<file path="config.mk">
export PLATFORM = sky130hd
export DESIGN_NAME = axi_bram_log_reader
export DESIGN_NICKNAME = d
export VERILOG_FILES = /design/src/rtl/axi_bram_log_pkg.sv /design/src/rtl/axi_bram_log_serializer.sv /design/src/rtl/axi_bram_log_reader.sv
export SDC_FILE = /design/constraint.sdc
export NUM_CORES = 1
export LEC_CHECK = 0
export ABC_AREA = 0
export BUFFER_PORTS_ARGS = -buffer_cell sky130_fd_sc_hd__buf_2
export CAP_MARGIN = 20
export CORE_MARGIN = 2
export CORE_UTILIZATION = 56
export CTS_BUF_LIST = sky130_fd_sc_hd__clkbuf_4
export DETAILED_ROUTE_END_ITERATION = 10
export PLACE_DENSITY = 0.93
export SETUP_SLACK_MARGIN = 0.1
export SLEW_MARGIN = 20
export SYNTH_ARGS = -nofsm -noshare
export SYNTH_HDL_FRONTEND = slang
export SYNTH_HIERARCHICAL = 1
export SYNTH_SLANG_ARGS = --single-unit
export TNS_END_PERCENT = 30
</file>
<file path="constraint.sdc">
create_clock -name Clk_CI -period 3.27 [get_ports Clk_CI]
set_input_delay 0.327 -clock Clk_CI [delete_from_list [all_inputs] [get_ports Clk_CI]]
set_output_delay 0.327 -clock Clk_CI [all_outputs]
set_load 0.03 [all_outputs]
</file>
<file path="src/rtl/axi_bram_log_pkg.sv">
// Shared definitions for the AXI transaction-log BRAM drain path.
// Field offsets match the logger's 96-bit entry layout.
package axi_bram_log_pkg;

    typedef enum logic [2:0] {
        ST_IDLE,
        ST_FETCH,
        ST_CAPT,
        ST_SEND,
        ST_DONE
    } state_e;

    localparam int ID_LOW    = 0;
    localparam int ID_HIGH   = 7;
    localparam int LEN_LOW   = 8;
    localparam int LEN_HIGH  = 15;
    localparam int ADDR_LOW  = 32;
    localparam int ADDR_HIGH = 63;
    localparam int TS_LOW    = 64;
    localparam int TS_HIGH   = 95;

    localparam int WORD_BITW       = 32;
    localparam int WORDS_PER_ENTRY = 3;

    function automatic int log2(input int v);
        int r;
        r = 0;
        for (int i = 0; i < 31; i++) begin
            if ((1 << i) < v) r = i + 1;
        end
        return r;
    endfunction

endpackage

</file>
<file path="src/rtl/axi_bram_log_serializer.sv">
// Holds one 96-bit log entry and emits it as three 32-bit stream words,
// low word first, with a last flag on the final word of the final entry.
module axi_bram_log_serializer
    import axi_bram_log_pkg::*;
#(
    parameter int LOGGING_DATA_BITW = 96
) (
    input  logic                         Clk_CI,
    input  logic                         Rst_RBI,
    input  logic                         Load_SI,
    input  logic                         Clear_SI,
    input  logic                         LastEntry_SI,
    input  logic [LOGGING_DATA_BITW-1:0] Data_DI,
    output logic                         OutValid_SO,
    input  logic                         OutReady_SI,
    output logic [WORD_BITW-1:0]         OutData_DO,
    output logic                         OutLast_SO,
    output logic                         WordDone_SO
);

    logic [LOGGING_DATA_BITW-1:0] buf_q, buf_d;
    logic [1:0]                   w_q, w_d;
    logic                         valid_q, valid_d;
    logic                         last_q, last_d;
    logic                         hs;
    logic                         last_word;

    assign hs        = valid_q && OutReady_SI;
    assign last_word = (w_q == 2'(WORDS_PER_ENTRY - 1));

    always_comb begin
        buf_d   = buf_q;
        w_d     = w_q;
        valid_d = valid_q;
        last_d  = last_q;
        if (Clear_SI) begin
            valid_d = 1'b0;
        end else if (Load_SI) begin
            buf_d   = Data_DI;
            w_d     = 2'd0;
            valid_d = 1'b1;
            last_d  = LastEntry_SI;
        end else if (hs) begin
            if (last_word) valid_d = 1'b0;
            else           w_d     = w_q + 2'd1;
        end
    end

    always_ff @(posedge Clk_CI or negedge Rst_RBI) begin
        if (!Rst_RBI) begin
            buf_q   <= '0;
            w_q     <= '0;
            valid_q <= 1'b0;
            last_q  <= 1'b0;
        end else begin
            buf_q   <= buf_d;
            w_q     <= w_d;
            valid_q <= valid_d;
            last_q  <= last_d;
        end
    end

    always_comb begin
        OutData_DO = '0;
        if (valid_q) begin
            unique case (w_q)
                2'd0:    OutData_DO = buf_q[LEN_HIGH+16:ID_LOW];
                2'd1:    OutData_DO = buf_q[ADDR_HIGH:ADDR_LOW];
                default: OutData_DO = buf_q[TS_HIGH:TS_LOW];
            endcase
        end
    end

    assign OutValid_SO = valid_q;
    assign OutLast_SO  = valid_q && last_word && last_q;
    assign WordDone_SO = hs && last_word;

endmodule

</file>
<file path="src/rtl/axi_bram_log_reader.sv">
// Drains the transaction log from the logging BRAM read port and streams
// each 96-bit entry as three 32-bit words over valid/ready.
module axi_bram_log_reader
    import axi_bram_log_pkg::*;
#(
    parameter int LOGGING_DATA_BITW = 96,
    parameter int NUM_SER_BRAMS     = 12,
    parameter int LOGGING_ADDR_BITW = log2(1024 * NUM_SER_BRAMS) + 2,
    parameter int CNT_BITW          = log2(1024 * NUM_SER_BRAMS) + 1
) (
    input  logic                         Clk_CI,
    input  logic                         Rst_RBI,
    input  logic                         Start_SI,
    input  logic                         Abort_SI,
    input  logic [CNT_BITW-1:0]          NumEntries_DI,
    output logic                         Busy_SO,
    output logic                         Done_SO,
    output logic                         BramRdEn_SO,
    output logic [LOGGING_ADDR_BITW-1:0] BramAddr_DO,
    input  logic [LOGGING_DATA_BITW-1:0] BramRdData_DI,
    output logic                         OutValid_SO,
    input  logic                         OutReady_SI,
    output logic [WORD_BITW-1:0]         OutData_DO,
    output logic                         OutLast_SO
);

    localparam int MAX_ENTRIES = 1024 * NUM_SER_BRAMS;

    state_e                       state_q, state_d;
    logic [CNT_BITW-1:0]          idx_q, idx_d;
    logic [CNT_BITW-1:0]          count_q, count_d;
    logic                         rd_en_q, rd_en_d;
    logic [LOGGING_ADDR_BITW-1:0] addr_q, addr_d;
    logic                         done_q, done_d;
    logic                         busy_q, busy_d;
    logic [CNT_BITW-1:0]          num_clamped;
    logic                         is_last;
    logic                         abort_act;
    logic                         word_done;

    assign num_clamped = (NumEntries_DI > CNT_BITW'(MAX_ENTRIES)) ?
                         CNT_BITW'(MAX_ENTRIES) : NumEntries_DI;
    assign is_last     = ((idx_q + CNT_BITW'(1)) == count_q);
    assign abort_act   = Abort_SI && (state_q != ST_IDLE);

    always_comb begin
        state_d = state_q;
        idx_d   = idx_q;
        count_d = count_q;
        unique case (state_q)
            ST_IDLE: begin
                if (Start_SI) begin
                    count_d = num_clamped;
                    idx_d   = '0;
                    state_d = (num_clamped == '0) ? ST_DONE : ST_FETCH;
                end
            end
            ST_FETCH: state_d = ST_CAPT;
            ST_CAPT:  state_d = ST_SEND;
            ST_SEND: begin
                if (word_done) begin
                    if (is_last) begin
                        state_d = ST_DONE;
                    end else begin
                        idx_d   = idx_q + CNT_BITW'(1);
                        state_d = ST_FETCH;
                    end
                end
            end
            ST_DONE:  state_d = ST_IDLE;
            default:  state_d = ST_IDLE;
        endcase
        // abort wins over every other transition
        if (abort_act) state_d = ST_IDLE;
        rd_en_d = (state_d == ST_FETCH);
        addr_d  = rd_en_d ? LOGGING_ADDR_BITW'({idx_d, 2'b00}) : '0;
        done_d  = (state_d == ST_DONE);
        busy_d  = (state_d != ST_IDLE);
    end

    always_ff @(posedge Clk_CI or negedge Rst_RBI) begin
        if (!Rst_RBI) begin
            state_q <= ST_IDLE;
            idx_q   <= '0;
            count_q <= '0;
            rd_en_q <= 1'b0;
            addr_q  <= '0;
            done_q  <= 1'b0;
            busy_q  <= 1'b0;
        end else begin
            state_q <= state_d;
            idx_q   <= idx_d;
            count_q <= count_d;
            rd_en_q <= rd_en_d;
            addr_q  <= addr_d;
            done_q  <= done_d;
            busy_q  <= busy_d;
        end
    end

    assign Busy_SO     = busy_q;
    assign Done_SO     = done_q;
    assign BramRdEn_SO = rd_en_q;
    assign BramAddr_DO = addr_q;

    axi_bram_log_serializer #(
        .LOGGING_DATA_BITW(LOGGING_DATA_BITW)
    ) u_ser (
        .Clk_CI       (Clk_CI),
        .Rst_RBI      (Rst_RBI),
        .Load_SI      ((state_q == ST_CAPT) && !Abort_SI),
        .Clear_SI     (abort_act),
        .LastEntry_SI (is_last),
        .Data_DI      (BramRdData_DI),
        .OutValid_SO  (OutValid_SO),
        .OutReady_SI  (OutReady_SI),
        .OutData_DO   (OutData_DO),
        .OutLast_SO   (OutLast_SO),
        .WordDone_SO  (word_done)
    );

endmodule

</file>
==> Word-level counts from Yosys, hierarchy flattened <==
Index checks and enable logic that the tools add are counted.
{ "totals": {"mem_bits_ro": 0, "latchBits": 0, "ram_bits": 0, "elab_cells": 70, "n_memories": 0, "ff_bits": 152} }
{ "classes": {"multipliers": 0, "n_lt_le_gt_ge": 1, "n_bitwise": 1, "muxes": 21, "add_sub_neg": 2, "div_mod_pow": 0, "reduce_logical": 21, "eq_ne": 12, "shifts": 0} }
{ "ops": {"columns": ["operator", "count"], "rows": [
  ["32-bit one-hot mux with 2 select lines", 1],
  ["15-bit 2-to-1 mux", 4],
  ["32-bit 2-to-1 mux", 1],
  ["15-bit one-hot mux with 2 select lines", 1],
  ["16-bit 2-to-1 mux", 1],
  ["15-bit by 1-bit adder with 15-bit output, second input constant", 1],
  ["15-bit equality test", 1],
  ["15-bit by 14-bit greater-than comparator with 1-bit output, second input constant", 1],
  ["15-bit logical NOT", 1],
  ["3-bit 2-to-1 mux", 5],
  ["3-bit one-hot mux with 4 select lines", 1],
  ["3-bit nonzero test", 4],
  ["3-bit by 1-bit equality test with 1-bit output, second input constant", 2],
  ["3-bit by 2-bit equality test with 1-bit output, second input constant", 2],
  ["1-bit logical AND", 6],
  ["2-bit 2-to-1 mux", 3],
  ["2-bit AND reduction", 3],
  ["1-bit 2-to-1 mux", 4],
  ["2-bit by 1-bit != test with 1-bit output, second input constant", 2],
  ["2-bit != test, second input constant", 2],
  ["4-bit AND reduction", 1],
  ["2-bit nonzero test", 2],
  ["3-bit equality test, second input constant", 1],
  ["3-bit logical NOT", 1],
  ["7 further kinds", 7]
]} }

==> Longest topological paths before layout <==
{ "depth": {"depth_word": 9, "depth_mapped": 12, "ltp_nobuf": 9} }

==> Modules after synthesis <==
Netlist, hierarchy kept.
{ "by_module_without_submodules": {"columns": ["mod", "n_inst", "seq_area_each_um2", "area_each_um2", "cells_per_inst"], "rows": [
  ["axi_bram_log_serializer", 1, 2502.4, 4573.1, 334],
  ["axi_bram_log_reader", 1, 1251.2, 2798.9, 298]
]} }

==> Worst setup path after synthesis <==
OpenSTA, ideal clock, no wires.
{ "synth_path": {"path_type": "reg-to-reg", "startpoint": "reg idx_q[0]", "endpoint": "reg addr_q[5], in the netlist BramAddr_DO[5]", "setup_time_ns": 0.130, "n_path_buf": 2, "stages_incl_launch_ff": 12, "arrival_ns": 2.539, "path_slack_ns": 0.601, "t_required_ns": 3.140, "period_less_slack_ns": 2.669, "path_cell_list": "dfrtp_1 -> ha_1 -> buf_4 -> nand4_1 -> buf_2 -> nor2_1 -> a311oi_1 -> o2111ai_1 -> or4_4 -> and3_1 -> o21ai_1 -> a21oi_1"} }
{ "synth_between": {"elab_chain_len": 8, "elab_cells_between_ends": 11} }
{ "synth_lines": {"columns": ["element", "line", "source"], "rows": [
  ["from (decl)", "axi_bram_log_reader.sv:30", "logic [CNT_BITW-1:0] idx_q, idx_d;"],
  ["from (signal assigned)", "axi_bram_log_reader.sv:92", "idx_q <= idx_d;"],
  ["15-bit by 1-bit adder with 15-bit output (*)", "axi_bram_log_reader.sv:43, axi_bram_log_reader.sv:65", null],
  ["15-bit equality test", "axi_bram_log_reader.sv:43", "assign is_last = ((idx_q + CNT_BITW'(1)) == count_q);"],
  ["3-bit 2-to-1 mux", "axi_bram_log_reader.sv:62", "if (is_last) begin"],
  ["3-bit 2-to-1 mux", "axi_bram_log_reader.sv:61", "if (word_done) begin"],
  ["3-bit one-hot mux with 4 select lines", "axi_bram_log_reader.sv:50", "unique case (state_q)"],
  ["3-bit 2-to-1 mux", "axi_bram_log_reader.sv:74", "if (abort_act) state_d = ST_IDLE;"],
  ["3-bit by 1-bit equality test with 1-bit output", "axi_bram_log_reader.sv:75", "rd_en_d = (state_d == ST_FETCH);"],
  ["16-bit 2-to-1 mux (*)", "axi_bram_log_reader.sv:76", "addr_d = rd_en_d ? LOGGING_ADDR_BITW'({idx_d, 2'b00}) : '0;"],
  ["net addr_d[5]", "axi_bram_log_reader.sv:33", "logic [LOGGING_ADDR_BITW-1:0] addr_q, addr_d;"],
  ["to (signal assigned)", "axi_bram_log_reader.sv:95", "addr_q <= addr_d;"],
  ["to (decl)", "axi_bram_log_reader.sv:33", null]
]} }
Mark *: on every way through the listed nets, which the timed path passes. The rest lies on a longest branch. The select of a mux whose other input is x is not followed.
A chain may end at the register's enable or synchronous reset.

==> Final worst setup path <==
{ "layout_path": {"startpoint": "reg u_ser.w_q[0]", "endpoint": "out OutData_DO[29]"} }
{ "layout_between": {"elab_chain_len": 3, "elab_cells_between_ends": 4} }
{ "layout_lines": {"columns": ["element", "line", "source"], "rows": [
  ["from (decl)", "axi_bram_log_serializer.sv:22", "logic [1:0] w_q, w_d;"],
  ["from (signal assigned)", "axi_bram_log_serializer.sv:57", "w_q <= w_d;"],
  ["2-bit by 1-bit equality test with 1-bit output or 2-bit logical NOT (tied branches)", "axi_bram_log_serializer.sv:66", "unique case (w_q)"],
  ["32-bit one-hot mux with 2 select lines (*)", "axi_bram_log_serializer.sv:66", null],
  ["32-bit 2-to-1 mux (*)", "axi_bram_log_serializer.sv:65", "if (valid_q) begin"],
  ["to (decl)", "axi_bram_log_reader.sv:23", "output logic [WORD_BITW-1:0] OutData_DO,"]
]} }
Mark *: on every way between the ends. The rest lies on a longest branch, timed or not.

==> flow_summary.toml <==
[place]
placed_cell_area_um2 = 8370
gp_congestion = 0.957
numPortBuffers = 166
hpwl_um = 13500
dp_slack_ns = 0.201

[synth]
avgSynthCellArea_um2 = 11.7
ys_ff_latch = 150
async_flop_share_pct = 100
synth_edf_count = 0
synth.cell_area_um2 = 7370
yosysSeqAreaShare_pct = 50.9
netlist_instances = 632
yosysUniqueCellTypes = 61
yosys_warnings = 6
synth_flop_cell = "dfrtp_1"

[detailed_routing]
vias = 6684
wl_per_cell_um = 22.8
ant_nets = 0
avgViaCountPerCell = 6.09
drc = 0
drt-total-wl_um = 25000
drt-pass1-iter-count = 5
drtIter0Drc = 824

[critical_path]
arrival_ns = 2.66
critPathKind = "flip-flop to output pin"
crit_family = "buffers and inverters"
required_ns = 2.94
cp-end-kind = "output pin"
path_cells = "ha_2, nor2_2, buf_4, nand2_1, a21boi_0, buf_2"
r2r_cells = 10
worst_setup_path_start_kind = "flip-flop"
cp_slowest_stage_delay_ns = 0.45
path_max_fanout = 23
crit_buf_inv = 2
path_depth = 6
slowest_stage = "dfrtp_1"

[timing]
finalSetupViolCount = 0
finalCriticalPeriod_ns = 2.99
period_share_pct = 91.4
hold_viol = 0
finalClockSkew_ns = 0.0237
drv_slew = 0
max_freq_mhz = 335
worst_pin_slew_ns = 0.745
rsz0062_at_grt = "false"
fin_ws_ns = 0.281
setup-tns-final_ns = 0
max_slew_margin_pct = 50.3

[global_route]
grt-ovfl-total = 0
grt_max_degree = 98
grt_pass1_vias = 6986
track_usage_pct = 35.4
antenna_found_initial = 2
grt_pass1_wl_um = 38100

[cells_and_area]
area_growth_pct = 33.7
layout.nets = 1031
layout-drive-gt1-share_pct = 36.6
design_area_um2 = 9850
mostFrequentLayoutCell = "buf_2"
final_cell_mix = "buf_2 (165), dfrtp_1 (149), dlygate4sd3_1 (110)"

[die]
start_util_pct = 57.9
die_h_um = 119
rows = 41
fp.dieArea_um2 = 14100
coreArea_um2 = 12700
io_pins = 169
die_w_um = 119

[clocking]
cts_tree = "yes"
cts_buffer_depth = 2
clock_latency_ns = 0.59
htreeDepth = 4
clkTransAtPathRegs_ns = 0.13
root_buffer = "clkbuf_4"
numCtsBuffers = 17
clock_sink_count = 150

[power_and_ir_drop]
powerDensity_nw_per_um2 = 797
ir_drop_uv = 392
cellLeakagePower_nw = 4.60

[min_path]
hp-class = "primary input to flip-flop"
worstHoldPathCells = 3

[flow_run]
cap_violations = 0

[status]
status = "finished, final reports clean"
cell usage after synthesis, types with 5 or more instances:
| cell type | count | area (µm²) |
|---|---|---|
| and2_1 | 5 | 31.3 |
| buf_2 | 15 | 75.1 |
| nand4_1 | 5 | 31.3 |
| xor2_1 | 9 | 78.8 |
| nor3_1 | 21 | 105 |
| a21boi_1 | 5 | 37.5 |
| o21ai_0 | 5 | 25.0 |
| clkbuf_1 | 13 | 48.8 |
| a22o_1 | 14 | 123 |
| buf_6 | 5 | 56.3 |
| nand3b_1 | 6 | 45.0 |
| mux2_4 | 30 | 450 |
| nor2_1 | 21 | 78.8 |
| a22oi_1 | 32 | 240 |
| and3_1 | 8 | 50.1 |
| nand2_1 | 61 | 229 |
| nor2b_1 | 6 | 37.5 |
| o21ai_1 | 13 | 65.1 |
| buf_4 | 6 | 45.0 |
| mux2_2 | 68 | 766 |
| inv_1 | 6 | 22.5 |
| xnor2_1 | 7 | 61.3 |
| or3_1 | 5 | 31.3 |
| a21boi_0 | 27 | 203 |
| a21oi_1 | 20 | 100 |
| nand3_1 | 8 | 40.0 |
| dfrtp_1 | 150 | 3750 |
worst min-delay path, delay by kind of cell:
kind | cells | cell delay, ns
buffers and inverters | 1 | 0.12
AND/OR/NAND/NOR | 1 | 0.08
AO/OA/AOI/OAI | 1 | 0.07
per-layer routing:
metal | wire length, µm | global-route usage [%]
met1 | 8930 | 40.6
met2 | 12500 | 59.7
met3 | 2010 | 8.93
met4 | 1540 | 21.0
met5 | 0 | 0
power breakdown:
part	switching [W]	internal (W)
clock	0.000750	0.000624
sequential	0.000583	0.00256
combinational	0.00187	0.00147
total	0.00320	0.00466
sequential cells by signal, indices dropped and copies added (netlist names):
register	count
u_ser/buf_q	96
count_q	15
idx_q	15
BramAddr_DO	14
state_q	3
u_ser/w_q	2
BramRdEn_SO	1
Busy_SO	1
Done_SO	1
u_ser/OutValid_SO	1
u_ser/last_q	1
repair_timing:
action	CTS	global route
hold buffers	107	3
gates resized for setup	0	6
setup buffers	0	2
hold endpoints to repair	185	3
setup endpoints to repair	0	44
path summary, 6_finish.rpt:
| check | startpoint | endpoint | slack, ns |
|---|---|---|---|
| worst max-delay path | u_ser/w_q[0] | OutData_DO[29] | 0.28 |
| worst min-delay path | NumEntries_DI[13] | count_q[13] | 0.07 |
| worst max register to register | idx_q[0] | BramAddr_DO[3] | 0.29 |
| worst min register to register | u_ser/buf_q[1] | u_ser/buf_q[1] | 0.53 |
| max in group asynchronous | Rst_RBI | u_ser/buf_q[91] | 2.06 |
| min in group asynchronous | Rst_RBI | u_ser/buf_q[59] | 0.36 |
cell type report:
cell class / count / area [µm²]
antenna: 2 / 5.00
fill: 730 / 2870
timing repair buffer: 298 / 2120
sequential: 150 / 3750
clock inverter: 14 / 200
inverter: 7 / 26.3
multi-input combinational: 437 / 3400
clock buffer: 18 / 135
tap: 172 / 215
kinds of logic (layout without fill, tap and decap cells):
logic type               Yosys count  after routing  share of synthesized area [%]
AO/OA/AOI/OAI                    141            141                           13.5
multiplexers                      98             98                           16.5
adder cells (fa/ha/maj)            4              4                          0.679
XOR/XNOR                          16             16                           1.90
AND/OR/NAND/NOR                  176            176                           13.0
other                              1              4                         0.0509
flip-flops                       150            150                           50.9
buffers and inverters             46            337                           3.41
stage by stage:
stage          power, W  utilization, %  cells  hold WS [ns]
2_1_floorplan   0.00516               -    633        0.0314
3_3_place_gp    0.00588            65.8    952         0.412
3_5_place_dp    0.00601            65.8    952         0.420
4_1_cts         0.00743            76.8   1091      0.000711
5_1_grt         0.00816            77.5   1098        0.0480
6_report        0.00786            77.5   1098        0.0666
No activity file was read; power rests on OpenSTA's default activity.
